$ cat config.mk
export PLATFORM = sky130hd
export DESIGN_NAME = inst_loader
export DESIGN_NICKNAME = d
export VERILOG_FILES = /design/src/rtl/inst_loader_pkg.sv /design/src/rtl/inst_loader_store.sv /design/src/rtl/inst_loader.sv
export SDC_FILE = /design/constraint.sdc
export NUM_CORES = 1
export LEC_CHECK = 0
export CAP_MARGIN = 10
export CORE_UTILIZATION = 41
export CTS_BUF_LIST = sky130_fd_sc_hd__clkbuf_4
export DETAILED_ROUTE_END_ITERATION = 10
export GPL_TIMING_DRIVEN = 0
export PLACE_DENSITY = 0.57
export SYNTH_ARGS = -nofsm -noshare
export SYNTH_HDL_FRONTEND = slang
export SYNTH_SLANG_ARGS = --single-unit
$ cat constraint.sdc
create_clock -name clk -period 2.5 [get_ports clk]
set_input_delay 0.5 -clock clk [delete_from_list [all_inputs] [get_ports clk]]
set_output_delay 0.5 -clock clk [all_outputs]
set_load 0.01 [all_outputs]
$ cat src/rtl/inst_loader_pkg.sv
// rtl/inst_loader_pkg.sv - shared constants and state encoding for the instruction loader
package inst_loader_pkg;

  localparam int INST_W       = 14;
  localparam int ADDR_W       = 5;
  localparam int DEPTH        = 2 ** ADDR_W;
  localparam int LEN_W        = ADDR_W + 1;
  localparam int DRAIN_CYCLES = 4;
  localparam int DRAIN_W      = 3;

  localparam logic [INST_W-1:0] NOP_INST = '0;

  typedef enum logic [2:0] {
    ST_IDLE,
    ST_LOAD,
    ST_ARMED,
    ST_RUN,
    ST_DRAIN,
    ST_DONE
  } state_e;

endpackage

$ cat src/rtl/inst_loader_store.sv
// rtl/inst_loader_store.sv - DEPTH x INST_W instruction store, sync write, combinational read
// Reads at or beyond the loaded program length return NOP_INST.
module inst_store
  import inst_loader_pkg::*;
(
  input  logic              clk,
  input  logic              we_i,
  input  logic [ADDR_W-1:0] waddr_i,
  input  logic [INST_W-1:0] wdata_i,
  input  logic [ADDR_W-1:0] raddr_i,
  input  logic [LEN_W-1:0]  len_i,
  output logic [INST_W-1:0] rdata_o
);

  logic [INST_W-1:0] mem_q [DEPTH];

  // Contents are intentionally not reset; prog_len gates every read.
  always_ff @(posedge clk) begin
    if (we_i) begin
      mem_q[waddr_i] <= wdata_i;
    end
  end

  assign rdata_o = ({1'b0, raddr_i} < len_i) ? mem_q[raddr_i] : NOP_INST;

endmodule

$ cat src/rtl/inst_loader.sv
// rtl/inst_loader.sv - program load, core reset control and instruction issue for the 4-stage core
// FSM and counters live here; storage is in inst_store.
module inst_loader
  import inst_loader_pkg::*;
(
  input  logic              clk,
  input  logic              rst,
  input  logic              load_start,
  input  logic              load_valid,
  output logic              load_ready,
  input  logic [INST_W-1:0] load_data,
  input  logic              load_last,
  input  logic              run,
  input  logic [ADDR_W-1:0] pc,
  output logic [INST_W-1:0] instruction,
  output logic              core_rst_n,
  output logic              busy,
  output logic              done,
  output logic              pc_err
);

  state_e               state_q, state_d;
  logic [ADDR_W-1:0]    wr_ptr_q, wr_ptr_d;
  logic [LEN_W-1:0]     prog_len_q, prog_len_d;
  logic [LEN_W-1:0]     issue_cnt_q, issue_cnt_d;
  logic [DRAIN_W-1:0]   drain_cnt_q, drain_cnt_d;
  logic                 core_rst_n_q, core_rst_n_d;
  logic                 pc_err_q, pc_err_d;
  logic                 store_we;
  logic [INST_W-1:0]    store_rdata;

  inst_store u_store (
    .clk     (clk),
    .we_i    (store_we),
    .waddr_i (wr_ptr_q),
    .wdata_i (load_data),
    .raddr_i (pc),
    .len_i   (prog_len_q),
    .rdata_o (store_rdata)
  );

  always_ff @(posedge clk) begin
    if (!rst) begin
      state_q      <= ST_IDLE;
      wr_ptr_q     <= '0;
      prog_len_q   <= '0;
      issue_cnt_q  <= '0;
      drain_cnt_q  <= '0;
      core_rst_n_q <= 1'b0;
      pc_err_q     <= 1'b0;
    end else begin
      state_q      <= state_d;
      wr_ptr_q     <= wr_ptr_d;
      prog_len_q   <= prog_len_d;
      issue_cnt_q  <= issue_cnt_d;
      drain_cnt_q  <= drain_cnt_d;
      core_rst_n_q <= core_rst_n_d;
      pc_err_q     <= pc_err_d;
    end
  end

  always_comb begin
    state_d      = state_q;
    wr_ptr_d     = wr_ptr_q;
    prog_len_d   = prog_len_q;
    issue_cnt_d  = issue_cnt_q;
    drain_cnt_d  = drain_cnt_q;
    core_rst_n_d = core_rst_n_q;
    pc_err_d     = pc_err_q;
    store_we     = 1'b0;

    unique case (state_q)
      ST_IDLE: begin
        // run is meaningless here: nothing has been loaded since reset.
        if (load_start) begin
          state_d  = ST_LOAD;
          wr_ptr_d = '0;
        end
      end

      ST_LOAD: begin
        if (load_valid) begin
          store_we = 1'b1;
          wr_ptr_d = wr_ptr_q + ADDR_W'(1);
          if (load_last || wr_ptr_q == ADDR_W'(DEPTH - 1)) begin
            prog_len_d = {1'b0, wr_ptr_q} + LEN_W'(1);
            state_d    = ST_ARMED;
          end
        end
      end

      ST_ARMED, ST_DONE: begin
        // A reload request takes priority over a simultaneous run.
        if (load_start) begin
          state_d  = ST_LOAD;
          wr_ptr_d = '0;
        end else if (run) begin
          state_d      = ST_RUN;
          issue_cnt_d  = '0;
          core_rst_n_d = 1'b1;
        end
      end

      ST_RUN: begin
        issue_cnt_d = issue_cnt_q + LEN_W'(1);
        if (pc != issue_cnt_q[ADDR_W-1:0]) begin
          pc_err_d = 1'b1;
        end
        if (issue_cnt_q == prog_len_q - LEN_W'(1)) begin
          state_d     = ST_DRAIN;
          drain_cnt_d = DRAIN_W'(DRAIN_CYCLES);
        end
      end

      ST_DRAIN: begin
        drain_cnt_d = drain_cnt_q - DRAIN_W'(1);
        if (drain_cnt_q == DRAIN_W'(1)) begin
          state_d      = ST_DONE;
          core_rst_n_d = 1'b0;
        end
      end

      default: begin
        state_d = ST_IDLE;
      end
    endcase
  end

  assign load_ready  = (state_q == ST_LOAD);
  assign busy        = (state_q == ST_LOAD) || (state_q == ST_RUN) || (state_q == ST_DRAIN);
  assign done        = (state_q == ST_DONE);
  assign core_rst_n  = core_rst_n_q;
  assign pc_err      = pc_err_q;
  assign instruction = (state_q == ST_RUN) ? store_rdata : NOP_INST;

endmodule

Word level (Yosys, flattened, before mapping)
Memories as Yosys holds them, arrays and structs flattened.
Index checks and enable logic that the tools add are counted.
{ "classes": {"n_mux": 25, "magnitude_cmp": 1, "eq_ne": 18, "add_sub_neg": 5, "n_reduce_logical": 17} }
{ "ops": {"columns": ["op", "count"], "rows": [
  ["14-bit two-way mux", 2],
  ["3-bit two-way mux", 7],
  ["3-bit case mux with 5 select lines", 1],
  ["6-bit two-way mux", 2],
  ["2-bit inequality test, second input constant", 6],
  ["6-bit case mux with 2 select lines", 1],
  ["5-bit two-way mux", 2],
  ["5-bit case mux with 2 select lines", 1],
  ["3-bit AND reduction", 3],
  ["2-bit nonzero test", 4],
  ["1-bit two-way mux", 7],
  ["5-bit by 1-bit adder with 6-bit output, second input constant", 1],
  ["6-bit by 1-bit adder with 6-bit output, second input constant", 1],
  ["3-bit by 1-bit == test with 1-bit output, second input constant", 2],
  ["3-bit by 2-bit == test with 1-bit output, second input constant", 2],
  ["3-bit == test, second input constant", 2],
  ["6-bit == test", 1],
  ["5-bit by 6-bit less-than comparator with 1-bit output", 1],
  ["3-bit case mux with 2 select lines", 1],
  ["6-bit AND reduction", 1],
  ["6-bit by 1-bit subtractor with 6-bit output, second input constant", 1],
  ["5-bit by 1-bit adder with 5-bit output, second input constant", 1],
  ["5-bit == test, second input constant", 1],
  ["5-bit inequality test", 1],
  ["other kinds (10)", 14]
]} }
{ "word_totals": {"n_memories": 1, "in_bits": 25, "wordCells": 74, "output_inout_bits": 19, "register_bits": 25, "mem_bits_rw": 448} }
{ "memory_table": {"columns": ["name", "depth", "width", "rd", "rd_ports_with_merged_regs", "wr", "line", "source"], "rows": [
  ["u_store.mem_q", 32, 14, 1, 0, 1, "inst_loader_store.sv:15", "logic [INST_W-1:0] mem_q [DEPTH];"]
]} }

Longest topological paths before layout
Gate-level depths: netlist (run 1).
{ "depth": {"word_depth": 5, "mapped_depth": 8, "mapped_depth_nobuf": 7} }

Cells and area by module
From an unflattened synthesis (run 1), not the netlist that was laid out.
{ "hier_totals": {"cells_unflattened": 1086, "hier_area_um2": 19199.7} }
{ "modules_own_cells": {"columns": ["mod", "seq_area_each_um2", "cells_per_inst", "area_each_um2", "n_inst"], "rows": [
  ["inst_store", 13452.9, 889, 17581.9, 1],
  ["inst_loader", 500.5, 197, 1617.8, 1]
]} }

Worst setup path after synthesis (run 1)
No wires, ideal clock.
{ "synth_timing": {"kind": "input-to-output", "startpoint": "input port pc[1]", "endpoint": "output port instruction[12]", "required_time_ns": 2.000, "slack_ns": 0.083, "path_stages": 7, "path_buffers": 3, "arrival_time_ns": 1.917, "path_cell_list": "buf_2 buf_2 clkbuf_1 mux4_2 a22oi_1 nand2_1 a22o_1"} }
{ "synth_via": {"elab_chain_len": 3, "elab_cells_between_ends": 4, "cone_classes": "order compare (1); mux (2); memory (1)"} }
{ "synth_lines": {"columns": ["item", "line", "source"], "rows": [
  ["start, declared", "inst_loader.sv:14", "input logic [ADDR_W-1:0] pc,"],
  ["memory 32 x 14 bit / 5-bit by 6-bit less-than comparator with 1-bit output (equally long branches)", null, null],
  ["14-bit two-way mux *", "inst_loader_store.sv:24", "assign rdata_o = ({1'b0, raddr_i} < len_i) ? mem_q[raddr_i] : NOP_INST;"],
  ["14-bit two-way mux *", "inst_loader.sv:134", "assign instruction = (state_q == ST_RUN) ? store_rdata : NOP_INST;"],
  ["end, declared", "inst_loader.sv:15", "output logic [INST_W-1:0] instruction,"]
]} }
Mark *: on every way between the ends. The rest lies on a longest branch, timed or not.

Worst setup path after layout (run 1)
{ "layout_timing": {"startpoint": "input port pc[4]", "endpoint": "output port instruction[13]"} }
The elaborated chain is that of the path after synthesis.

==> results of run 1 <==
[kinds of logic after synthesis]
group,count (synthesis),share of synthesized area (%)
fa+ha+maj,13,0.8685
flops,473,74.50
xor+xnor,17,0.7950
compound gates,123,4.683
buf+inv,64,1.744
mux,112,13.47
simple gates,155,3.941
[final cells by class]
class | instances | area [um2]
diodes | 2 | 5.005
plain buffers | 48 | 419.2
clock buffers | 176 | 1321
clock inverters | 33 | 141.4
fillers | 3661 | 21740
inverters | 13 | 51.30
multi-input cells | 420 | 4957
flip-flops and latches | 473 | 13960
well taps | 592 | 740.7
repair buffers | 103 | 1264
[report_power, final]
part	internal (mW)	switching, mW	leakage (nW)
Clock	3.20	2.99	0.875
Sequential	8.71	0.0302	4.23
Combinational	0.474	0.650	2.37
[routing by layer]
| layer | global-route usage, % | part of all wire (%) | wire [um] |
|---|---|---|---|
| met3 | 5.243 | 6.3 | 2871 |
| met2 | 32.66 | 50 | 23030 |
| met4 | 6.690 | 2.0 | 899 |
| met1 | 25.75 | 41 | 18830 |
| met5 | 0 | 0 | 0 |
[flip-flops by register name (all words and copies together), names as in the netlist]
register / count
core_rst_n: 1
drain_cnt_q: 3
issue_cnt_q: 6
pc_err: 1
prog_len_q: 6
state_q: 3
u_store.mem_q: 448
wr_ptr_q: 5
[stage by stage]
step | cell area, um2 | setup TNS (ns) | setup slack, ns | hold slack (ns)
2_1_floorplan | 18730 | 0 | 0.08268 | 0.4490
3_3_place_gp | 19880 | -474.86 | -1.714 | 0.4600
3_5_place_dp | 20170 | -282.39 | -1.712 | 0.4518
4_1_cts | 22600 | -8.607 | -0.6752 | 0.05400
5_1_grt | 22860 | -9.444 | -0.7094 | 0.06669
6_report | 22860 | -8.024 | -0.6087 | 0.1290
[cell usage in the layout, fill, tap and decap left out, drive strengths merged, types with 5 or more instances in the layout]
cell             n
a211oi           6
a21oi           21
a22o            14
a22oi           59
and2             5
buf            104
clkbuf         199
clkdlybuf4s50   19
clkinv          31
dfxtp           25
dlygate4sd2      5
edfxtp         448
ha              13
inv             14
mux4           112
nand2           50
nand2b           6
nand3            7
nor2            54
nor2b            7
nor3             7
o21ai            9
xnor2           12
xor2             5
[final timing paths]
kind / startpoint / endpoint / slack [ns] / cells after the start
worst min-delay path: rst / state_q[2] / 0.13 / 2
worst max-delay path: pc[4] / instruction[13] / -0.61 / 9
worst min register to register: core_rst_n / core_rst_n / 0.47 / 2
worst max register to register: state_q[0] / u_store.mem_q[0][10] / 0.21 / 5
[critical path, cell delays in order]
cell and delay [ns]:
clkdlybuf4s50_1 0.61, ha_4 0.39, nand2b_4 0.07, nor3_4 0.26, nor4_4 0.06, buf_6 0.17
buf_6 0.12, a22o_1 0.26, buf_2 0.15
[repair_timing]
item,in CTS,in global routing
gates cloned,1,1
setup buffers,37,3
pin swaps,33,10
endpoints found under the setup margin,381,15
resized for setup,217,15
hold buffers,0,0
endpoints found under the hold margin,0,0
==> flow_metrics.py, run 1 <==
metrics = {
    "outcome": {
        "status": "complete, but fails checks",
        "violations": "negative setup slack",
    },
    "worst_setup_path": {
        "cp.arrival_ns": 2.61,
        "critical_path_class": "primary input to output pin",
        "worstSetupEndpointType": "output pin",
        "crit_required_ns": 2.00,
        "crit_fanout": 4,
        "startpoint_type": "primary input",
    },
    "final_layout": {
        "area_growth_pct": 22.08,
        "fin_cells": 1860,
        "num-nets-final": 1215,
        "drive_gt1_share_pct": 41.07,
        "fin_util_pct": 51.26,
    },
    "clock_tree": {
        "cts_buffers": 118,
        "cts_buffer_depth": 3,
        "clock-root-buffer": "clkbuf_4",
        "clk_latency_ns": 0.82,
        "cts_tree": "built",
        "cts_htree_levels": 3,
        "clk_transition_reported_paths_ns": 0.06,
        "clock_sinks": 473,
    },
    "routing": {
        "wl_um": 45630,
        "vias": 10150,
        "drcViolationCount": 0,
        "via_per_inst": 5.456,
        "routedWlPerCell_um": 24.53,
        "dr.pass1.iters": 5,
        "ant_nets": 0,
        "drt-initial-drc-count": 888,
    },
    "timing": {
        "fin_ws_ns": -0.6087,
        "hold_viol": 0,
        "max_freq_mhz": 321.7,
        "clock_skew_ns": 0.05192,
        "setup_violations": 14,
        "rsz0062_at_grt": "yes",
        "fin_crit_sh_pct": 124.3,
        "worst_pin_slew_ns": 1.211,
        "maxSlewViolCount": 0,
        "period_minus_slack_ns": 3.109,
        "slew_headroom_pct": 19.03,
    },
    "place": {
        "dp_hpwl_um": 28020,
        "gp_congestion": 0.7943,
        "placed_cells": 1604,
        "port_buffers": 41,
    },
    "global_routing": {
        "grt_max_degree": 33,
        "grtUsageTotal_pct": 19.92,
        "grt_pass1_wl_um": 66790,
        "grt_pass1_vias": 10600,
        "antenna_found_initial": 3,
        "grt_overflow": 0,
    },
    "power": {
        "power_mw": 16.05,
        "powerDensity_mw_per_mm2": 702.1,
        "worst_ir_drop_vdd_v": 0.0003488,
        "p_leak_nw": 7.481,
    },
    "floorplan": {
        "die_area_mm2": 0.04654,
        "coreArea_mm2": 0.04461,
        "die_width_um": 215.7,
        "ioPinCount": 44,
        "die_h_um": 215.7,
        "std_cell_rows": 77,
        "start_util_pct": 41.99,
    },
    "logic_synthesis": {
        "ys_types": 45,
        "syn_area_mm2": 0.01873,
        "synth_top_cell_by_area": "edfxtp_1",
        "syn-num-nets": 995,
        "ys_seq_area_share_pct": 74.50,
        "synth_edf_count": 448,
        "yosysMostFrequentCell": "edfxtp_1",
        "yosys-top-cells-count": "edfxtp_1 (448), mux4_2 (112), a22oi_1 (59), nor2_1 (54), nand2_1 (50)",
        "synth_area_leaders": "edfxtp_1 (72%), mux4_2 (13%), dfxtp_1 (2.7%)",
        "yosys.area.top_type_share_pct": 71.83,
        "ys_warn_count": 0,
        "synthFlopType": "edfxtp_1",
        "syn_area_per_cell_um2": 19.57,
        "synthArstFlopShare_pct": 0,
        "synthCells": 957,
        "synth_seq_cells": 473,
    },
    "run": {
        "drv_cap": 0,
    },
    "hold_path": {
        "min_path_type": "primary input to flop",
    },
}
Note: power is estimated with default switching activity, not from simulation.
==> run 2: changes to the inputs <==
--- a/config.mk
+++ b/config.mk
@@ -9,7 +9,7 @@
 export CORE_UTILIZATION = 41
 export CTS_BUF_LIST = sky130_fd_sc_hd__clkbuf_4
 export DETAILED_ROUTE_END_ITERATION = 10
-export GPL_TIMING_DRIVEN = 0
+export HOLD_SLACK_MARGIN = 0.03
 export PLACE_DENSITY = 0.57
 export SYNTH_ARGS = -nofsm -noshare
 export SYNTH_HDL_FRONTEND = slang
==> run 2 against run 1 <==
- non-clock buffer count rose by 32
- cell count up 1.3%
- first-iteration DRC count increased by 17%
- hold slack gained 0.26 ns
- combinational power barely moved
- the flow still finishes with violations (negative setup slack)
==> flow_metrics.py, run 2 (synthesis gave the netlist of run 1 again) <==
metrics = {
    "power": {
        "clkPwrFrac_pct": 38.5,
        "internal_power_mw": 12.37,
        "worst_ir_drop_vdd_v": 0.0002692,
        "switching_share_pct": 22.82,
        "p_leak_nw": 7.593,
        "p_comb_share_pct": 7.1,
        "seq_power_share_pct": 54.4,
        "powerDensity_mw_per_mm2": 706.0,
        "switching_power_mw": 3.658,
    },
    "global_routing": {
        "grt_pass1_vias": 10550,
        "grt_max_degree": 33,
        "grt_pass1_wl_um": 68380,
        "grtUsageTotal_pct": 20.40,
        "antenna_found_initial": 1,
        "grt_overflow": 0,
    },
    "floorplan": {
        "die_width_um": 215.7,
        "start_util_pct": 41.99,
        "std_cell_rows": 77,
        "ioPinCount": 44,
        "die_area_mm2": 0.04654,
        "die_h_um": 215.7,
        "coreArea_mm2": 0.04461,
    },
    "timing": {
        "clock_skew_ns": 0.06204,
        "fin_ws_ns": -0.6109,
        "holdWs_ns": 0.3898,
        "worst_pin_slew_ns": 0.7512,
        "period_minus_slack_ns": 3.111,
        "maxSlewViolCount": 0,
        "slew_headroom_pct": 49.70,
        "fin_crit_sh_pct": 124.4,
        "timing.setup.tns_ns": -7.907,
        "setup_violations": 14,
        "max_freq_mhz": 321.5,
        "rsz0062_at_grt": "yes",
        "hold_viol": 0,
    },
    "clock_tree": {
        "hold_buffers": 0,
        "clk_transition_reported_paths_ns": 0.08,
        "cts_buffer_depth": 3,
        "cts_buffers": 118,
        "clock-root-buffer": "clkbuf_4",
        "clk_latency_ns": 0.85,
        "clock_sinks": 473,
        "cts_tree": "built",
        "cts_htree_levels": 3,
    },
    "hold_path": {
        "min_path_type": "primary input to flop",
        "min_from": "rst",
    },
    "outcome": {
        "status": "complete, but fails checks",
        "violations": "negative setup slack",
    },
    "worst_setup_path": {
        "worstSetupEndpointType": "output pin",
        "worstPathCellList": "inv_1 > ha_1 > nand2_2 > nor3_4 > nor4_4 > buf_6 > buf_6 > a22o_1 > buf_2",
        "crit_fanout": 7,
        "startpoint_type": "flop",
        "max_stage_delay_ns": 0.33,
        "worst-path-buf-inv": 4,
        "path_common_cell": "buf_6",
        "critPathLaunch": "prog_len_q[2]",
        "timing.rr.start": "state_q[2]",
        "cp.arrival_ns": 2.61,
        "crit_slowest_cell": "dfxtp_2",
        "critical_path_class": "flop to output pin",
        "crit_required_ns": 2.00,
        "crit_family": "buffers and inverters",
    },
    "final_layout": {
        "mostFrequentLayoutCells": "edfxtp_1 (448), clkbuf_4 (168), mux4_2 (112), buf_4 (94)",
        "multiInputGateArea_mm2": 0.004596,
        "reg_top3": "u_store.mem_q x448, issue_cnt_q x6, prog_len_q x6",
        "drive_gt1_share_pct": 37.69,
        "final_common_cell": "edfxtp_1",
        "area_growth_pct": 21.22,
        "largest-register": "u_store.mem_q",
        "num-nets-final": 1247,
        "nFillCells": 3714,
        "largest_register_ffs": 448,
        "register_area_mm2": 0.01396,
    },
    "place": {
        "dp_hpwl_um": 28910,
        "port_buffers": 43,
        "gp_congestion": 0.8768,
    },
    "routing": {
        "dr.pass1.iters": 6,
        "drt-initial-drc-count": 1038,
        "drcViolationCount": 0,
        "via_per_inst": 5.444,
        "vias": 10260,
        "wl_um": 46350,
        "ant_nets": 0,
        "routedWlPerCell_um": 24.59,
    },
    "run": {
        "drv_cap": 0,
    },
}
## run 2: worst register-to-register path: stages (launching register included)
cell and delay (ns):
dfxtp_2 0.32, buf_6 0.11, buf_6 0.11, buf_4 0.16
and4bb_2 0.36, nand2_1 0.12, buf_12 0.16, nor2_1 0.26
buf_4 0.23
## run 2: final timing paths
kind / slack, ns / cells after the start / endpoint
worst max register to register: 0.32 / 8 / u_store.mem_q[17][5]
worst min register to register: 0.47 / 2 / core_rst_n
worst max-delay path: -0.61 / 9 / instruction[8]
worst min-delay path: 0.39 / 3 / state_q[2]
## run 2: layer usage
| metal | GRT usage (%) | routed length, um | part of all wire (%) |
|---|---|---|---|
| met1 | 27.10 | 19490 | 42 |
| met2 | 32.82 | 22590 | 49 |
| met3 | 4.693 | 3257 | 7.0 |
| met4 | 7.612 | 1016 | 2.2 |
| met5 | 0 | 0 | 0 |
## run 2: stage by stage
stage	setup slack (ns)	cells	utilization, %	instance area, um2	total power [mW]
finish	-0.6109	1885	50.90	22700	16.03
global route	-0.7236	1885	50.90	22700	16.68
CTS	-0.6897	1884	50.83	22670	16.23
detailed placement	-0.9711	1673	47.30	21100	10.01
global placement	-0.9248	1673	47.30	21100	10.00
floorplan	0.08268	957	-	18730	9.432
## run 2: timing repair
action | in CTS | in global routing
setup buffers | 6 | 2
endpoints found under the setup margin | 17 | 15
gates cloned | 2 | 0
gates resized for setup | 102 | 9
hold endpoints to repair | 0 | 0
pin swaps | 5 | 1
## run 2: cell type report
class,instances,area share (%)
Antenna cell,1,0.01102
Clock buffer,168,5.555
Clock inverter,35,0.7661
Inverter,13,0.2149
Multi-Input combinational cell,420,20.24
Sequential cell,473,61.49
Tap cell,592,3.263
Timing Repair Buffer,183,8.460
## run 2: power groups by stage
stage | logic [mW] | registers [mW] | clock network, mW
2_1_floorplan | 0.536 | 8.90 | 0
3_3_place_gp | 1.11 | 8.89 | 0
3_5_place_dp | 1.12 | 8.89 | 0
4_1_cts | 1.14 | 8.72 | 6.36
5_1_grt | 1.22 | 8.72 | 6.74
6_report | 1.14 | 8.72 | 6.17
==> run 3: changes to the inputs <==
--- a/config.mk
+++ b/config.mk
@@ -5,6 +5,7 @@
 export SDC_FILE = /design/constraint.sdc
 export NUM_CORES = 1
 export LEC_CHECK = 0
+export ABC_AREA = 0
 export CAP_MARGIN = 10
 export CORE_UTILIZATION = 41
 export CTS_BUF_LIST = sky130_fd_sc_hd__clkbuf_4
==> constraint.sdc (replaced) <==
create_clock -name clk -period 3.1 [get_ports clk]
set_input_delay 0.62 -clock clk [delete_from_list [all_inputs] [get_ports clk]]
set_output_delay 0.62 -clock clk [all_outputs]
set_load 0.01 [all_outputs]
==> run 3 against run 2 <==
- the flow still finishes with violations (negative setup slack)
- global-route usage grew 0.29 points
- hold slack gained 0.087 ns
- worst setup slack gained 0.50 ns
- largest cell class unchanged
- power shrank 19%
- final area shrank 0.38%
- critical path depth shrank 1
- first-iteration DRC count shrank 10%
- sequential power shrank 19%
- combinational power shrank 18%
==> flow_metrics.py, run 3 (synthesis gave the netlist of run 1 again) <==
metrics = {
    "routing": {
        "drt-initial-drc-count": 934,
        "ant_nets": 0,
        "routedWlPerCell_um": 25.01,
        "drcViolationCount": 0,
        "via_per_inst": 5.459,
        "dr.pass1.iters": 5,
        "wl_um": 46850,
        "vias": 10230,
    },
    "clock_tree": {
        "clk_latency_ns": 0.87,
        "clock_sinks": 473,
        "cts_htree_levels": 3,
        "clk_transition_reported_paths_ns": 0.05,
        "cts_buffer_depth": 3,
        "clock-root-buffer": "clkbuf_4",
        "cts_buffers": 118,
        "cts_tree": "built",
    },
    "floorplan": {
        "die_h_um": 215.7,
        "std_cell_rows": 77,
        "ioPinCount": 44,
        "start_util_pct": 41.99,
        "die_area_mm2": 0.04654,
        "die_width_um": 215.7,
        "coreArea_mm2": 0.04461,
    },
    "worst_setup_path": {
        "critPathLaunch": "pc[2]",
        "cp.arrival_ns": 2.59,
        "critPathCapture": "instruction[8]",
        "max_stage_delay_ns": 0.55,
        "crit_slowest_cell": "clkdlybuf4s50_1",
        "worstPathCellList": "clkdlybuf4s50_1 > buf_4 > nor2_4 > buf_12 > a22oi_1 > nand2_1 > a22o_1 > buf_2",
        "startpoint_type": "primary input",
        "crit_fanout": 21,
        "crit_required_ns": 2.48,
        "r2r-end": "drain_cnt_q[1]",
        "timing.rr.start": "prog_len_q[1]",
        "reg2reg_depth": 9,
        "critical_path_class": "primary input to output pin",
        "r2r_slack_ns": 0.79,
        "worstSetupEndpointType": "output pin",
    },
    "place": {
        "port_buffers": 43,
        "dp_hpwl_um": 29120,
        "place_ws_ns": -0.6302,
        "gp_congestion": 0.8759,
    },
    "final_layout": {
        "area_growth_pct": 20.76,
        "fin_util_pct": 50.70,
        "multiInputGateArea_mm2": 0.004705,
        "num-nets-final": 1233,
        "reg_top3": "u_store.mem_q x448, issue_cnt_q x6, prog_len_q x6",
        "largest-register": "u_store.mem_q",
        "nFillCells": 3682,
        "largest_register_ffs": 448,
        "final_common_cell": "edfxtp_1",
        "mostFrequentLayoutCells": "edfxtp_1 (448), clkbuf_4 (166), mux4_2 (112), buf_4 (92), nor2_1 (52)",
        "register_area_mm2": 0.01396,
        "drive_gt1_share_pct": 37.72,
    },
    "power": {
        "powerDensity_mw_per_mm2": 572.1,
        "switching_power_mw": 2.972,
        "power_mw": 12.94,
        "seq_power_share_pct": 54.4,
        "p_leak_nw": 7.519,
        "p_comb_share_pct": 7.3,
        "clkPwrFrac_pct": 38.4,
        "switching_share_pct": 22.97,
        "internal_power_mw": 9.967,
        "worst_ir_drop_vdd_v": 0.0003011,
    },
    "global_routing": {
        "grt_pass1_wl_um": 69320,
        "grt_max_degree": 33,
        "antenna_found_initial": 3,
        "grt_overflow": 0,
        "grtUsageTotal_pct": 20.70,
        "grt_pass1_vias": 10590,
    },
    "timing": {
        "max_freq_mhz": 311.2,
        "maxSlewViolCount": 0,
        "worst_pin_slew_ns": 0.6874,
        "fin_ws_ns": -0.1136,
        "rsz0062_at_grt": "yes",
        "clock_skew_ns": 0.07667,
        "setup_violations": 14,
        "hold_viol": 0,
        "fin_crit_sh_pct": 103.7,
        "slew_headroom_pct": 53.87,
        "timing.setup.tns_ns": -0.9027,
        "period_minus_slack_ns": 3.214,
    },
    "hold_path": {
        "min_path_type": "flop to flop",
    },
    "run": {
        "drv_cap": 0,
    },
    "outcome": {
        "violations": "negative setup slack",
        "status": "complete, but fails checks",
    },
}
==> run 3: changes by cell type in the layout (fill, tap and decap cells not counted), sizes merged, moves of 2 or more <==
cell | previous run | this run
buf | 156 | 141
clkbuf | 170 | 167
clkinv | 31 | 33
diode | 1 | 3
dlymetal6s2s | 0 | 2
==> run 3: area by class of cell <==
type                       instances  share of cell area [%]
multi-input combinational        420                   20.80
clock inverter                    37                  0.8298
inverter                          13                  0.2268
antenna                            3                 0.03319
sequential                       473                   61.72
tap                              592                   3.275
timing repair buffer             169                   7.601
clock buffer                     166                   5.510
==> run 3: stage by stage <==
step / area (um2) / instances / hold slack, ns
finish: 22620 / 1873 / 0.4769
global placement: 20870 / 1656 / 0.4609
CTS: 22490 / 1866 / 0.4296
global route: 22620 / 1873 / 0.5103
detailed placement: 20870 / 1656 / 0.4584
floorplan: 18730 / 957 / 0.4490
==> run 3: critical path, delay by kind of cell <==
kind            cells  cell delay [ns]
buf+inv             4             1.17
simple gates        2             0.43
compound gates      2             0.35
==> run 3: how the worst min path moves through the flow <==
stage | startpoint | slack [ns] | cells after the start | endpoint
floorplan | prog_len_q[1] | 0.45 | 2 | prog_len_q[1]
global placement | drain_cnt_q[1] | 0.46 | 2 | drain_cnt_q[1]
detailed placement | core_rst_n | 0.46 | 2 | core_rst_n
CTS | pc[1] | 0.43 | 6 | pc_err
global route | pc[3] | 0.51 | 6 | pc_err
finish | drain_cnt_q[1] | 0.48 | 2 | drain_cnt_q[1]
==> run 3: repair_timing <==
action / in CTS / in global routing
hold buffers: 0 / 0
pin swaps: 16 / 19
setup buffers: 8 / 7
gates cloned: 1 / 1
resized for setup: 102 / 24
hold endpoints to repair: 0 / 0
setup endpoints to repair: 15 / 15
==> run 3: metal layers <==
layer	routed length, um	vias up	GRT usage, %	part of all wire, %
met3	3184	73	5.159	6.8
li1	-	4485	-	-
met1	19650	5291	27.51	42
met5	0	-	0	0
met4	1043	0	6.738	2.2
met2	22970	376	33.42	49
==> run 3: power groups by stage <==
stage / Clock (mW) / Sequential, mW / Combinational, mW
final: 4.96 / 7.04 / 0.939
after CTS: 5.12 / 7.04 / 0.928
after global placement: 0 / 7.17 / 0.891
after floorplan: 0 / 7.17 / 0.432
after detailed placement: 0 / 7.17 / 0.893
after global routing: 5.44 / 7.03 / 1.00
